## config.mk

```make
export PLATFORM = sky130hd
export DESIGN_NAME = exec_control
export DESIGN_NICKNAME = d
export VERILOG_FILES = /design/src/rtl/cpu_pkg.sv /design/src/rtl/reg_file_4x8.sv /design/src/rtl/exec_control.sv
export SDC_FILE = /design/constraint.sdc
export NUM_CORES = 1
export LEC_CHECK = 0
export ABC_AREA = 1
export BUFFER_PORTS_ARGS = -buffer_cell sky130_fd_sc_hd__buf_4
export CORE_MARGIN = 5
export CORE_UTILIZATION = 55
export CTS_BUF_LIST = sky130_fd_sc_hd__clkbuf_8
export DETAILED_ROUTE_END_ITERATION = 12
export PLACE_DENSITY = 0.84
export SLEW_MARGIN = 20
export SYNTH_ARGS = -nofsm -noshare
export SYNTH_HDL_FRONTEND = slang
export SYNTH_HIERARCHICAL = 1
export SYNTH_SLANG_ARGS = --single-unit
```

## constraint.sdc

```tcl
create_clock -name clk -period 3.3 [get_ports clk]
set_input_delay 0.66 -clock clk [delete_from_list [all_inputs] [get_ports clk]]
set_output_delay 0.66 -clock clk [all_outputs]
set_load 0.1 [all_outputs]
```

## src/rtl/cpu_pkg.sv

```systemverilog
// cpu_pkg: shared definitions for the execution controller and its ALU.
//   - DATA_W / INSTR_W / REG_AW: datapath, instruction and register-index widths
//   - instruction field positions
//   - opcode constants (the external ALU decodes the same values)
//   - FSM state encoding
//   - opcode classification helpers
package cpu_pkg;

   localparam int unsigned DATA_W  = 8;
   localparam int unsigned INSTR_W = 16;
   localparam int unsigned REG_AW  = 2;
   localparam int unsigned OPC_W   = 4;

   // Instruction field positions
   localparam int unsigned OPC_HI = 15;
   localparam int unsigned OPC_LO = 12;
   localparam int unsigned RD_HI  = 11;
   localparam int unsigned RD_LO  = 10;
   localparam int unsigned RS_HI  = 9;
   localparam int unsigned RS_LO  = 8;
   localparam int unsigned RT_HI  = 7;
   localparam int unsigned RT_LO  = 6;
   localparam int unsigned IMM_HI = 7;
   localparam int unsigned IMM_LO = 0;

   typedef logic [OPC_W-1:0] opcode_t;

   localparam opcode_t OP_ADD  = 4'b0000;
   localparam opcode_t OP_SUB  = 4'b0001;
   localparam opcode_t OP_AND  = 4'b0010;
   localparam opcode_t OP_OR   = 4'b0011;
   localparam opcode_t OP_XOR  = 4'b0100;
   localparam opcode_t OP_SLT  = 4'b0101;
   localparam opcode_t OP_ADDI = 4'b1001;
   localparam opcode_t OP_BEQ  = 4'b1011;
   localparam opcode_t OP_BNE  = 4'b1100;
   localparam opcode_t OP_NOP  = 4'b1111;

   // ALU select presented whenever no operation is being executed
   localparam opcode_t ALU_IDLE = 4'b1111;

   localparam logic [INSTR_W-1:0] INSTR_NOP = {OP_NOP, 12'h000};

   // FSM states
   typedef logic [1:0] state_t;
   localparam state_t ST_IDLE = 2'd0;
   localparam state_t ST_EXEC = 2'd1;
   localparam state_t ST_WB   = 2'd2;

   function automatic logic is_rtype(input opcode_t op);
      return op <= OP_SLT;
   endfunction

   function automatic logic is_addi(input opcode_t op);
      return op == OP_ADDI;
   endfunction

   function automatic logic is_branch(input opcode_t op);
      return (op == OP_BEQ) || (op == OP_BNE);
   endfunction

   function automatic logic writes_reg(input opcode_t op);
      return is_rtype(op) || is_addi(op);
   endfunction

   // Anything not recognised executes as a NOP
   function automatic logic is_active(input opcode_t op);
      return writes_reg(op) || is_branch(op);
   endfunction

endpackage

```

## src/rtl/reg_file_4x8.sv

```systemverilog
// reg_file_4x8: small register file with R0 hardwired to zero.
//   clk, rst          : clock, synchronous active-high reset (clears all entries)
//   we/waddr/wdata    : synchronous write port (writes to R0 are dropped)
//   raddr_a/rdata_a   : asynchronous read port A
//   raddr_b/rdata_b   : asynchronous read port B
//   dbg_rsel/dbg_rdata: asynchronous debug read port
module reg_file_4x8
   import cpu_pkg::*;
#(
   parameter int unsigned DATA_W = cpu_pkg::DATA_W,
   parameter int unsigned NREGS  = 4,
   parameter int unsigned AW     = cpu_pkg::REG_AW
) (
   input  logic              clk,
   input  logic              rst,
   input  logic              we,
   input  logic [AW-1:0]     waddr,
   input  logic [DATA_W-1:0] wdata,
   input  logic [AW-1:0]     raddr_a,
   output logic [DATA_W-1:0] rdata_a,
   input  logic [AW-1:0]     raddr_b,
   output logic [DATA_W-1:0] rdata_b,
   input  logic [AW-1:0]     dbg_rsel,
   output logic [DATA_W-1:0] dbg_rdata
);

   logic [DATA_W-1:0] regs [NREGS];

   // Storage; index 0 is never written outside reset
   always_ff @(posedge clk) begin
      if (rst) begin
         for (int i = 0; i < int'(NREGS); i++) begin
            regs[i] <= '0;
         end
      end else if (we && (waddr != '0)) begin
         regs[waddr] <= wdata;
      end
   end

   // Reads of R0 forced to zero independent of storage contents
   assign rdata_a   = (raddr_a  == '0) ? '0 : regs[raddr_a];
   assign rdata_b   = (raddr_b  == '0) ? '0 : regs[raddr_b];
   assign dbg_rdata = (dbg_rsel == '0) ? '0 : regs[dbg_rsel];

endmodule

```

## src/rtl/exec_control.sv

```systemverilog
// exec_control: three-state (IDLE/EXEC/WB) instruction sequencer driving an
// external combinational ALU and a 4-entry register file.
//   clk, rst              : clock, synchronous active-high reset
//   instr_valid/instr     : instruction offer; accepted when instr_ready is high
//   instr_ready           : high only in IDLE (and not in reset)
//   alu_a/alu_b/alu_opcode: ALU operands/select, live only in EXEC
//   alu_result/alu_zero   : ALU response, captured at the end of EXEC
//   pc                    : program counter, updated in WB
//   retire/branch_taken   : one-cycle pulses in WB
//   dbg_rsel/dbg_rdata    : combinational register-file peek
module exec_control #(
   parameter int unsigned DATA_W = cpu_pkg::DATA_W,
   parameter int unsigned NREGS  = 4
) (
   input  logic                       clk,
   input  logic                       rst,
   input  logic                       instr_valid,
   input  logic [15:0]                instr,
   output logic                       instr_ready,
   output logic [DATA_W-1:0]          alu_a,
   output logic [DATA_W-1:0]          alu_b,
   output logic [3:0]                 alu_opcode,
   input  logic [DATA_W-1:0]          alu_result,
   input  logic                       alu_zero,
   output logic [DATA_W-1:0]          pc,
   output logic                       retire,
   output logic                       branch_taken,
   input  logic [cpu_pkg::REG_AW-1:0] dbg_rsel,
   output logic [DATA_W-1:0]          dbg_rdata
);

   import cpu_pkg::*;

   state_t               state;
   state_t               state_d;
   logic [INSTR_W-1:0]   ir;
   logic [DATA_W-1:0]    res_q;
   logic                 zero_q;

   opcode_t              op;
   logic [REG_AW-1:0]    rd;
   logic [REG_AW-1:0]    rs;
   logic [REG_AW-1:0]    rt;
   logic [7:0]           imm;

   logic                 accept_c;
   logic                 taken_c;
   logic                 we_c;
   logic [REG_AW-1:0]    ra_addr;
   logic [REG_AW-1:0]    rb_addr;
   logic [DATA_W-1:0]    ra_data;
   logic [DATA_W-1:0]    rb_data;
   logic [DATA_W-1:0]    pc_next;

   // Field decode of the latched instruction
   assign op  = ir[OPC_HI:OPC_LO];
   assign rd  = ir[RD_HI:RD_LO];
   assign rs  = ir[RS_HI:RS_LO];
   assign rt  = ir[RT_HI:RT_LO];
   assign imm = ir[IMM_HI:IMM_LO];

   assign instr_ready = !rst && (state == ST_IDLE);
   assign accept_c    = instr_valid && instr_ready;

   // Branches compare rs1/rs2 ([11:10]/[9:8]); everything else reads rs/rt
   assign ra_addr = is_branch(op) ? rd : rs;
   assign rb_addr = is_branch(op) ? rs : rt;

   assign taken_c = ((op == OP_BEQ) && zero_q) || ((op == OP_BNE) && !zero_q);
   assign pc_next = taken_c ? (pc + DATA_W'($signed(imm))) : (pc + DATA_W'(1));

   // Reset in WB must suppress the write even though the array is also cleared
   assign we_c = !rst && (state == ST_WB) && writes_reg(op);

   reg_file_4x8 #(
      .DATA_W (DATA_W),
      .NREGS  (NREGS),
      .AW     (REG_AW)
   ) u_rf (
      .clk       (clk),
      .rst       (rst),
      .we        (we_c),
      .waddr     (rd),
      .wdata     (res_q),
      .raddr_a   (ra_addr),
      .rdata_a   (ra_data),
      .raddr_b   (rb_addr),
      .rdata_b   (rb_data),
      .dbg_rsel  (dbg_rsel),
      .dbg_rdata (dbg_rdata)
   );

   // State register
   always_ff @(posedge clk) begin
      if (rst) begin
         state <= ST_IDLE;
      end else begin
         state <= state_d;
      end
   end

   // Next state and state-decoded outputs
   always_comb begin
      state_d      = state;
      alu_a        = '0;
      alu_b        = '0;
      alu_opcode   = ALU_IDLE;
      retire       = 1'b0;
      branch_taken = 1'b0;
      case (state)
         ST_IDLE: begin
            if (accept_c) begin
               state_d = ST_EXEC;
            end
         end
         ST_EXEC: begin
            state_d = ST_WB;
            if (!rst && is_active(op)) begin
               alu_opcode = op;
               alu_a      = ra_data;
               alu_b      = is_addi(op) ? DATA_W'(imm) : rb_data;
            end
         end
         ST_WB: begin
            state_d      = ST_IDLE;
            retire       = !rst;
            branch_taken = !rst && taken_c;
         end
         default: begin
            state_d = ST_IDLE;
         end
      endcase
   end

   // Instruction latch, ALU capture and program counter
   always_ff @(posedge clk) begin
      if (rst) begin
         ir     <= INSTR_NOP;
         res_q  <= '0;
         zero_q <= 1'b0;
         pc     <= '0;
      end else begin
         if (accept_c) begin
            ir <= instr;
         end
         if (state == ST_EXEC) begin
            res_q  <= alu_result;
            zero_q <= alu_zero;
         end
         if (state == ST_WB) begin
            pc <= pc_next;
         end
      end
   end

endmodule

```

==> results of run 1 <==
[synthesized netlist by cell type (4+ instances only)]
| master | n |
|---|---|
| sky130_fd_sc_hd__o21ai_0 | 37 |
| sky130_fd_sc_hd__nand2_2 | 5 |
| sky130_fd_sc_hd__nor3_1 | 7 |
| sky130_fd_sc_hd__buf_6 | 8 |
| sky130_fd_sc_hd__a21oi_1 | 46 |
| sky130_fd_sc_hd__nand2_1 | 146 |
| sky130_fd_sc_hd__buf_2 | 4 |
| sky130_fd_sc_hd__edfxtp_1 | 32 |
| sky130_fd_sc_hd__nand3_1 | 59 |
| sky130_fd_sc_hd__dfxtp_1 | 35 |
| sky130_fd_sc_hd__nor2_1 | 80 |
| sky130_fd_sc_hd__nor2_4 | 4 |
| sky130_fd_sc_hd__inv_1 | 84 |
| sky130_fd_sc_hd__ha_1 | 7 |
| sky130_fd_sc_hd__clkbuf_1 | 8 |
[area by class of cell]
| cell class | count | area [sq um] | share of cell area, % |
|---|---|---|---|
| timing repair buffer | 77 | 634 | 12.6 |
| multi-input combinational | 422 | 2060 | 40.9 |
| clock inverter | 7 | 72.6 | 1.44 |
| tap | 99 | 124 | 2.46 |
| clock buffer | 9 | 124 | 2.46 |
| sequential | 67 | 1660 | 32.9 |
| inverter | 93 | 364 | 7.22 |
[stage by stage]
stage / power, mW / instances / hold WS (ns)
global route: 2.25 / 774 / 0.522
CTS: 2.15 / 771 / 0.481
detailed placement: 1.45 / 755 / 0.470
floorplan: 1.34 / 605 / 0.439
finish: 2.16 / 774 / 0.489
global placement: 1.45 / 755 / 0.454
[sequential cells by signal (all words and copies together), names as in the netlist]
register,count
u_rf/regs,32
zero_q,1
state,2
ir,16
res_q,8
pc,8
[logic make-up after synthesis]
logic type	Yosys count	share of synthesized area (%)
other	1	0.0900
flip-flops	67	39.9
AO/OA/AOI/OAI	91	11.7
adder cells (fa/ha/maj)	8	2.58
XOR/XNOR	4	0.841
AND/OR/NAND/NOR	311	32.1
buffers and inverters	116	12.8
[how the worst min path moves through the flow]
stage	endpoint	slack, ns	depth (start not counted)
floorplan	ir[8]	0.44	2
global placement	ir[9]	0.45	2
detailed placement	ir[8]	0.47	2
CTS	ir[8]	0.48	2
global route	zero_q	0.52	2
finish	zero_q	0.49	2
[power by group through the flow]
stage,combinational (mW),sequential (mW),clock (mW)
final,0.514,0.940,0.703
after global routing,0.557,0.944,0.749
after detailed placement,0.495,0.958,0
after floorplan,0.354,0.984,0
after global placement,0.493,0.956,0
after CTS,0.498,0.939,0.714
[cell usage in the layout, fill, tap and decap left out, types with 20 or more instances in the layout]
master and n:
sky130_fd_sc_hd__nand2_1 146, sky130_fd_sc_hd__inv_1 83, sky130_fd_sc_hd__buf_4 63, sky130_fd_sc_hd__nor2_1 61
sky130_fd_sc_hd__nand3_1 59, sky130_fd_sc_hd__a21oi_1 46, sky130_fd_sc_hd__dfxtp_1 35, sky130_fd_sc_hd__o21ai_0 34
sky130_fd_sc_hd__edfxtp_1 32, sky130_fd_sc_hd__nor2_2 20
[tightest hold or removal path: stages, from the launching register on]
cell                      delay (ns)
sky130_fd_sc_hd__dfxtp_1        0.32
sky130_fd_sc_hd__inv_1          0.07
sky130_fd_sc_hd__a21oi_1        0.06
[per-layer routing]
metal  global-route usage (%)  routed length, um  vias to the layer above
li1                         -                  -                     2031
met2                     42.6               5870                      182
met5                        0                  0                        -
met4                     9.40                341                        0
met3                     5.10                884                       24
met1                     32.6               5100                     1876
[what timing repair did]
item	in CTS	in global routing
setup endpoints to repair	0	16
resized for setup	0	20
hold buffers	0	0
buffers inserted	0	3
==> results.md, run 1 <==
| Stage | Parameter | This run |
| --- | --- | --- |
| run status | Outcome | complete, no violations |
| synthesis | Async set or reset register ratio after synthesis | 0% |
| synthesis | Post-synthesis sequential area ratio | 39.9% |
| power | Worst vdd ir | 0.331 mV |
| timing | Total of endpoints with negative setup slack in the final report | 0 |
| placement | Half-perimeter wire length after detailed placement | 8.91 mm |
| routing | Post-route DRC | 0 |
| synthesis | Prevailing post-synth register cell | sky130_fd_sc_hd__dfxtp_1 |
| synthesis | Portion of synthesized cell area occupied by the leading cell type | 23.1% |
| worst setup path | Largest incremental delay on the critical path | 0.38 ns |
| worst setup path | Cell count along the critical path | 12 |
| timing | Worst setup slack after layout | 0.153 ns |
| routing | Count of routing violations after the opening detailed-route iteration | 351 |
| worst setup path | Max stage delay cell, worst path | sky130_fd_sc_hd__dfxtp_1 |
| worst setup path | Capture point of the critical path | alu_a[4] |
| timing | Max Fclk | 318 MHz |
| cells and area | Synthesis-to-layout area growth | 21.0% |
| worst setup path | Worst Path Max Fanout | 9 |
| synthesis | Netlist cell types | 33 |
| min path | Critical hold path startpoint | zero_q |
| worst setup path | Cell type group with the largest total delay on the critical path | simple AND/OR/NAND/NOR gates |
| cells and area | Antenna diode count | 0 |
| global routing | Total overflow reported by the global router | 0 |
| clock tree | Clock latency of the later-clocked register in the worst-skew pair | 0.35 ns |
| timing | Final Slew Violations | 0 |
| cells and area | Share of cells above drive strength 1 | 21.2% |
| routing | Total routed wirelength | 12.2 mm |
| timing | Tightest slew margin relative to the limit | 43.0% |
| clock tree | Number of sinks driven by the clock tree | 67 |
| cells and area | Core occupancy in the finished layout | 68.8% |
| timing | Number of failing hold endpoints at the final stage | 0 |
| worst setup path | FF-to-FF setup slack | 0.60 ns |
| power | Flop pwr share | 43.6% |
| routing | Count of TritonRoute iterations in the first routing pass | 5 |
| synthesis | Number of enable-type register cells in the synthesized netlist | 32 |
| worst setup path | Number of cells on the worst reg-to-reg path | 14 |
| routing | Total vias in the final route | 4,113 |
| worst setup path | Worst setup startpoint | ir[15] |
| worst setup path | Data arrival time at the worst-slack endpoint | 2.49 ns |
| synthesis | Flops & latches, synth | 67 |
| global routing | Wire length of the first global-routing pass | 19.4 mm |
| worst setup path | Critical path endpoint category | output pin |
| power | Sw Ratio | 34.5% |
| global routing | Vias in the first global route | 3,862 |
| clock tree | Clock input transition at the sequential cells of the worst setup and hold paths | 0.08 ns |
| power | Switching power | 0.745 mW |
| min path | Type of the tightest min-delay check | flop to flop |
| power | Fraction of power consumed by combinational cells | 23.8% |
| cells and area | Count of filler cells inserted in the layout | 615 |
| power | Internal power | 1.41 mW |
| placement | Final Wtd Congestion | 0.969 |
| timing | Setup repair after global routing missed its margin | no |
| cells and area | Final-stage net count | 708 |
| clock tree | Max clock buf depth | 2 |
| worst setup path | Required time at the endpoint of the critical path | 2.64 ns |
| clock tree | Clock tree root buffer cell | sky130_fd_sc_hd__clkbuf_8 |
| cells and area | Final design area excluding fillers | 0.00504 sq mm |
| die | Initial cell density of the core | 56.9% |
| clock tree | Maximum level of the CTS H-tree | 3 |
| power | Power Density | 428 mW/mm^2 |
| worst setup path | Element type at the critical path start | flop |
| worst setup path | End of the worst register-to-register path | pc[6] |
| worst setup path | Reg-to-reg startpoint | ir[15] |
| placement | Setup WS pre-CTS | 0.434 ns |
| die | Floorplan core area | 0.00733 sq mm |
| power | Relative contribution of the clock network to total power | 32.6% |
| synthesis | Combined area of all synthesized cells | 0.00417 sq mm |
| synthesis | Yosys warning count | 6 |
| synthesis | Synth Area per Inst | 6.97 sq um |
| timing | Least-Margin Pin Slew | 0.853 ns |
| die | Chip Width | 97.1 um |
| synthesis | Top cell type by total area after synthesis | sky130_fd_sc_hd__edfxtp_1 |
| timing | Setup TNS Final | 0 ns |
| global routing | Antenna violations before repair | 0 |
| timing | Ratio of final minimum period to clock period | 95.4% |
| power | Leakage power figure | 2.27 nW |
| worst setup path | Combined buffer and inverter count along the critical path | 3 |
| routing | Post-detailed-route via-to-cell ratio | 5.31 |
| routing | Routed length per placed instance | 15.8 um |
| clock tree | TritonCTS Buffers | 9 |
| timing | Min Tclk post-route | 3.15 ns |
| die | Core Rows | 31 |
| global routing | Largest net degree at the start of global routing | 32 |
| clock tree | Clock tree from TritonCTS | yes |
| synthesis | Count of mapped cells out of synthesis | 598 |
| die | Die area | 0.00942 sq mm |
| worst setup path | Critical path cell sequence | inv_1 > nor2_2 > nand2_1 > nand2_4 > nand2_1 > o21ai_0 > buf_4 > nor2_2 > a21oi_1 > nand2_1 > nor2_2 > buf_6 |
| worst setup path | Setup CP Type | flop to output pin |
| synthesis | Largest cells by area after synthesis | sky130_fd_sc_hd__edfxtp_1, sky130_fd_sc_hd__dfxtp_1, sky130_fd_sc_hd__nand2_1, sky130_fd_sc_hd__inv_1, sky130_fd_sc_hd__nor2_1 |
| die | Boundary Pins | 69 |
| timing | Setup skew after layout | 0.0123 ns |
| global routing | Global-route usage over all layers | 25.5% |
| run | Max-cap check violation count | 0 |
| routing | Number of nets with antenna violations after routing | 0 |
| placement | Buffers added on ports | 68 |
| placement | Area after detailed placement | 0.00476 sq mm |
| die | Die boundary height | 97.1 um |
Note: power is estimated with default switching activity, not from simulation.
==> run 2: changes to the inputs <==
--- a/config.mk
+++ b/config.mk
@@ -11,7 +11,9 @@
 export CORE_UTILIZATION = 55
 export CTS_BUF_LIST = sky130_fd_sc_hd__clkbuf_8
 export DETAILED_ROUTE_END_ITERATION = 12
+export GPL_ROUTABILITY_DRIVEN = 1
 export PLACE_DENSITY = 0.84
+export RECOVER_POWER = 25
 export SLEW_MARGIN = 20
 export SYNTH_ARGS = -nofsm -noshare
 export SYNTH_HDL_FRONTEND = slang
==> run 2 against run 1 <==
Non-clock buffer count unchanged. Clock skew decreased by 0.0013 ns. Combinational power decreased by 0.8%. Largest power group unchanged.
==> results.md, run 2 (same netlist as run 1, synthesis figures left out) <==
| Stage | Parameter | This run | Change |
| --- | --- | --- | --- |
| timing | Ratio of final minimum period to clock period | 95.2% | -0.20 points |
| run status | Outcome | complete, no violations |  |
| placement | Half-perimeter wire length after detailed placement | 8.91 mm | unchanged |
| power | Flop pwr share | 43.7% | about the same |
| global routing | Antenna violations before repair | 0 | unchanged |
| power | Internal power | 1.41 mW | -0.29% |
| worst setup path | Setup CP Type | flop to output pin |  |
| min path | Type of the tightest min-delay check | flop to flop |  |
| worst setup path | Max stage delay cell, worst path | sky130_fd_sc_hd__dfxtp_1 |  |
| cells and area | Synthesis-to-layout area growth | 20.2% |  |
| power | Power Density | 430 mW/mm^2 | +0.47% |
| die | Core Rows | 31 | unchanged |
| power | Worst vdd ir | 0.329 mV | -0.72% |
| timing | Min Tclk post-route | 3.14 ns | -0.00661 ns |
| routing | Count of TritonRoute iterations in the first routing pass | 5 | unchanged |
| routing | Count of routing violations after the opening detailed-route iteration | 334 | -4.8% |
| worst setup path | Data arrival time at the worst-slack endpoint | 2.48 ns | about the same |
| power | Relative contribution of the clock network to total power | 32.6% | about the same |
| worst setup path | Critical path endpoint category | output pin |  |
| clock tree | Maximum level of the CTS H-tree | 3 | unchanged |
| die | Boundary Pins | 69 | unchanged |
| clock tree | Clock latency of the later-clocked register in the worst-skew pair | 0.35 ns | about the same |
| power | Switching power | 0.744 mW | -0.11% |
| placement | Buffers added on ports | 68 | unchanged |
| clock tree | Clock tree root buffer cell | sky130_fd_sc_hd__clkbuf_8 |  |
| routing | Post-detailed-route via-to-cell ratio | 5.30 | -0.32% |
| routing | Total vias in the final route | 4,100 | -0.32% |
| run | Max-cap check violation count | 0 | unchanged |
| clock tree | Max clock buf depth | 2 | unchanged |
| routing | Post-route DRC | 0 | unchanged |
| die | Die area | 0.00942 sq mm | unchanged |
| routing | Routed length per placed instance | 15.8 um | about the same |
| die | Initial cell density of the core | 56.9% | unchanged |
| clock tree | Clock tree from TritonCTS | yes |  |
| die | Floorplan core area | 0.00733 sq mm | unchanged |
| timing | Number of failing hold endpoints at the final stage | 0 | unchanged |
| cells and area | Share of cells above drive strength 1 | 19.9% | -1.3 points |
| worst setup path | Element type at the critical path start | flop |  |
| cells and area | Core occupancy in the finished layout | 68.3% | -0.48 points |
| cells and area | Largest register by flop count | u_rf/regs |  |
| power | Sw Ratio | 34.6% | +0.039 points |
| clock tree | Clock input transition at the sequential cells of the worst setup and hold paths | 0.08 ns | about the same |
| power | Fraction of power consumed by combinational cells | 23.7% | about the same |
| timing | Max Fclk | 318 MHz | +0.21% |
| global routing | Global-route usage over all layers | 25.5% | unchanged |
| worst setup path | Largest incremental delay on the critical path | 0.38 ns | about the same |
| placement | Final Wtd Congestion | 0.969 | unchanged |
| clock tree | TritonCTS Buffers | 9 | unchanged |
| routing | Total routed wirelength | 12.2 mm | about the same |
| global routing | Largest net degree at the start of global routing | 32 | unchanged |
| cells and area | Commonest non-fill, non-tap cells in the layout | sky130_fd_sc_hd__nand2_1, sky130_fd_sc_hd__inv_1, sky130_fd_sc_hd__nor2_1 |  |
| global routing | Total overflow reported by the global router | 0 | unchanged |
| timing | Final Slew Violations | 0 | unchanged |
| die | Chip Width | 97.1 um | unchanged |
| worst setup path | Critical path cell sequence | inv_1 > nor2_2 > nand2_1 > nand2_4 > nand2_1 > o21ai_0 > buf_4 > nor2_2 > a21oi_1 > nand2_1 > nor2_2 > buf_6 |  |
| power | Leakage power figure | 2.24 nW | -1.6% |
| cells and area | Largest registers | u_rf/regs: 32 flops, ir: 16 flops |  |
| worst setup path | Required time at the endpoint of the critical path | 2.64 ns | about the same |
| routing | Number of nets with antenna violations after routing | 0 | unchanged |
| cells and area | Max FFs per register | 32 | unchanged |
| die | Die boundary height | 97.1 um | unchanged |
| timing | Setup repair after global routing missed its margin | no |  |
| timing | Tightest slew margin relative to the limit | 21.9% | -21 points |
| timing | Least-Margin Pin Slew | 1.18 ns | +0.323 ns |
| timing | Setup skew after layout | 0.0110 ns | -0.00129 ns |
| worst setup path | Worst Path Max Fanout | 9 | unchanged |
| timing | Setup TNS Final | 0 ns | unchanged |
| cells and area | Final-stage net count | 708 | unchanged |
| cells and area | Antenna diode count | 0 | unchanged |
| clock tree | Number of sinks driven by the clock tree | 67 | unchanged |
| cells and area | Leading cell type in the layout, fill and taps excluded | sky130_fd_sc_hd__nand2_1 |  |
| timing | Total of endpoints with negative setup slack in the final report | 0 | unchanged |
| global routing | Vias in the first global route | 3,862 | unchanged |
| global routing | Wire length of the first global-routing pass | 19.4 mm | unchanged |
[run 2: changes by cell type in the layout (fill, tap and decap cells not counted)]
cell,previous run,this run
sky130_fd_sc_hd__buf_4,63,55
sky130_fd_sc_hd__clkbuf_1,0,8
sky130_fd_sc_hd__nor3_1,6,7
sky130_fd_sc_hd__nor3_2,3,2
[run 2: metal layers]
metal  up-vias  wire, um  GRT usage (%)
met5         -         0              0
met1      1864      5110           32.6
met2       186      5860           42.6
met4         0       305           9.40
met3        22       924           5.10
li1       2028         -              -
[run 2: worst paths after layout]
| path | startpoint | end | slack, ns | cells after the start |
|---|---|---|---|---|
| hold reg to reg | zero_q | zero_q | 0.49 | 2 |
| setup reg to reg | ir[15] | pc[6] | 0.58 | 14 |
| hold / removal | zero_q | zero_q | 0.49 | 2 |
| setup / recovery | ir[15] | alu_a[4] | 0.16 | 12 |
[run 2: what timing repair did]
item,CTS,global route
buffers inserted,0,3
endpoints found under the setup margin,0,16
hold buffers,0,0
resized for setup,0,20
[run 2: area by class of cell]
class                   count  area (sq um)
fillers                   626          2320
well taps                  99           124
inverters                  93           364
flip-flops and latches     67          1660
clock buffers               9           124
repair buffers             77           604
clock inverters             7          72.6
multi-input cells         422          2060
[run 2: through the flow]
step                      area (sq um)  total power [mW]  cells  hold slack [ns]  worst slack [ns]
final                             5010              2.15    774            0.489             0.159
after floorplan                   4250              1.34    605            0.439             0.104
after global routing              5010              2.25    774            0.522           0.00807
after global placement            4760              1.45    755            0.454             0.497
after CTS                         4950              2.15    771            0.481            0.0270
after detailed placement          4760              1.45    755            0.470             0.434
[run 2: worst max-delay path: cells and delay by family (launching register included)]
kind | cells | cell delay [ns]
AOI/OAI and AO/OA | 2 | 0.36
buffers and inverters | 3 | 0.59
DFF | 1 | 0.38
and+or+nand+nor | 7 | 0.83
[run 2: power groups by stage]
| stage | logic, mW | registers [mW] | clock network (mW) |
|---|---|---|---|
| after floorplan | 0.354 | 0.984 | 0 |
| after global placement | 0.493 | 0.956 | 0 |
| after detailed placement | 0.495 | 0.958 | 0 |
| after CTS | 0.498 | 0.939 | 0.714 |
| after global routing | 0.553 | 0.944 | 0.749 |
| final | 0.510 | 0.940 | 0.702 |
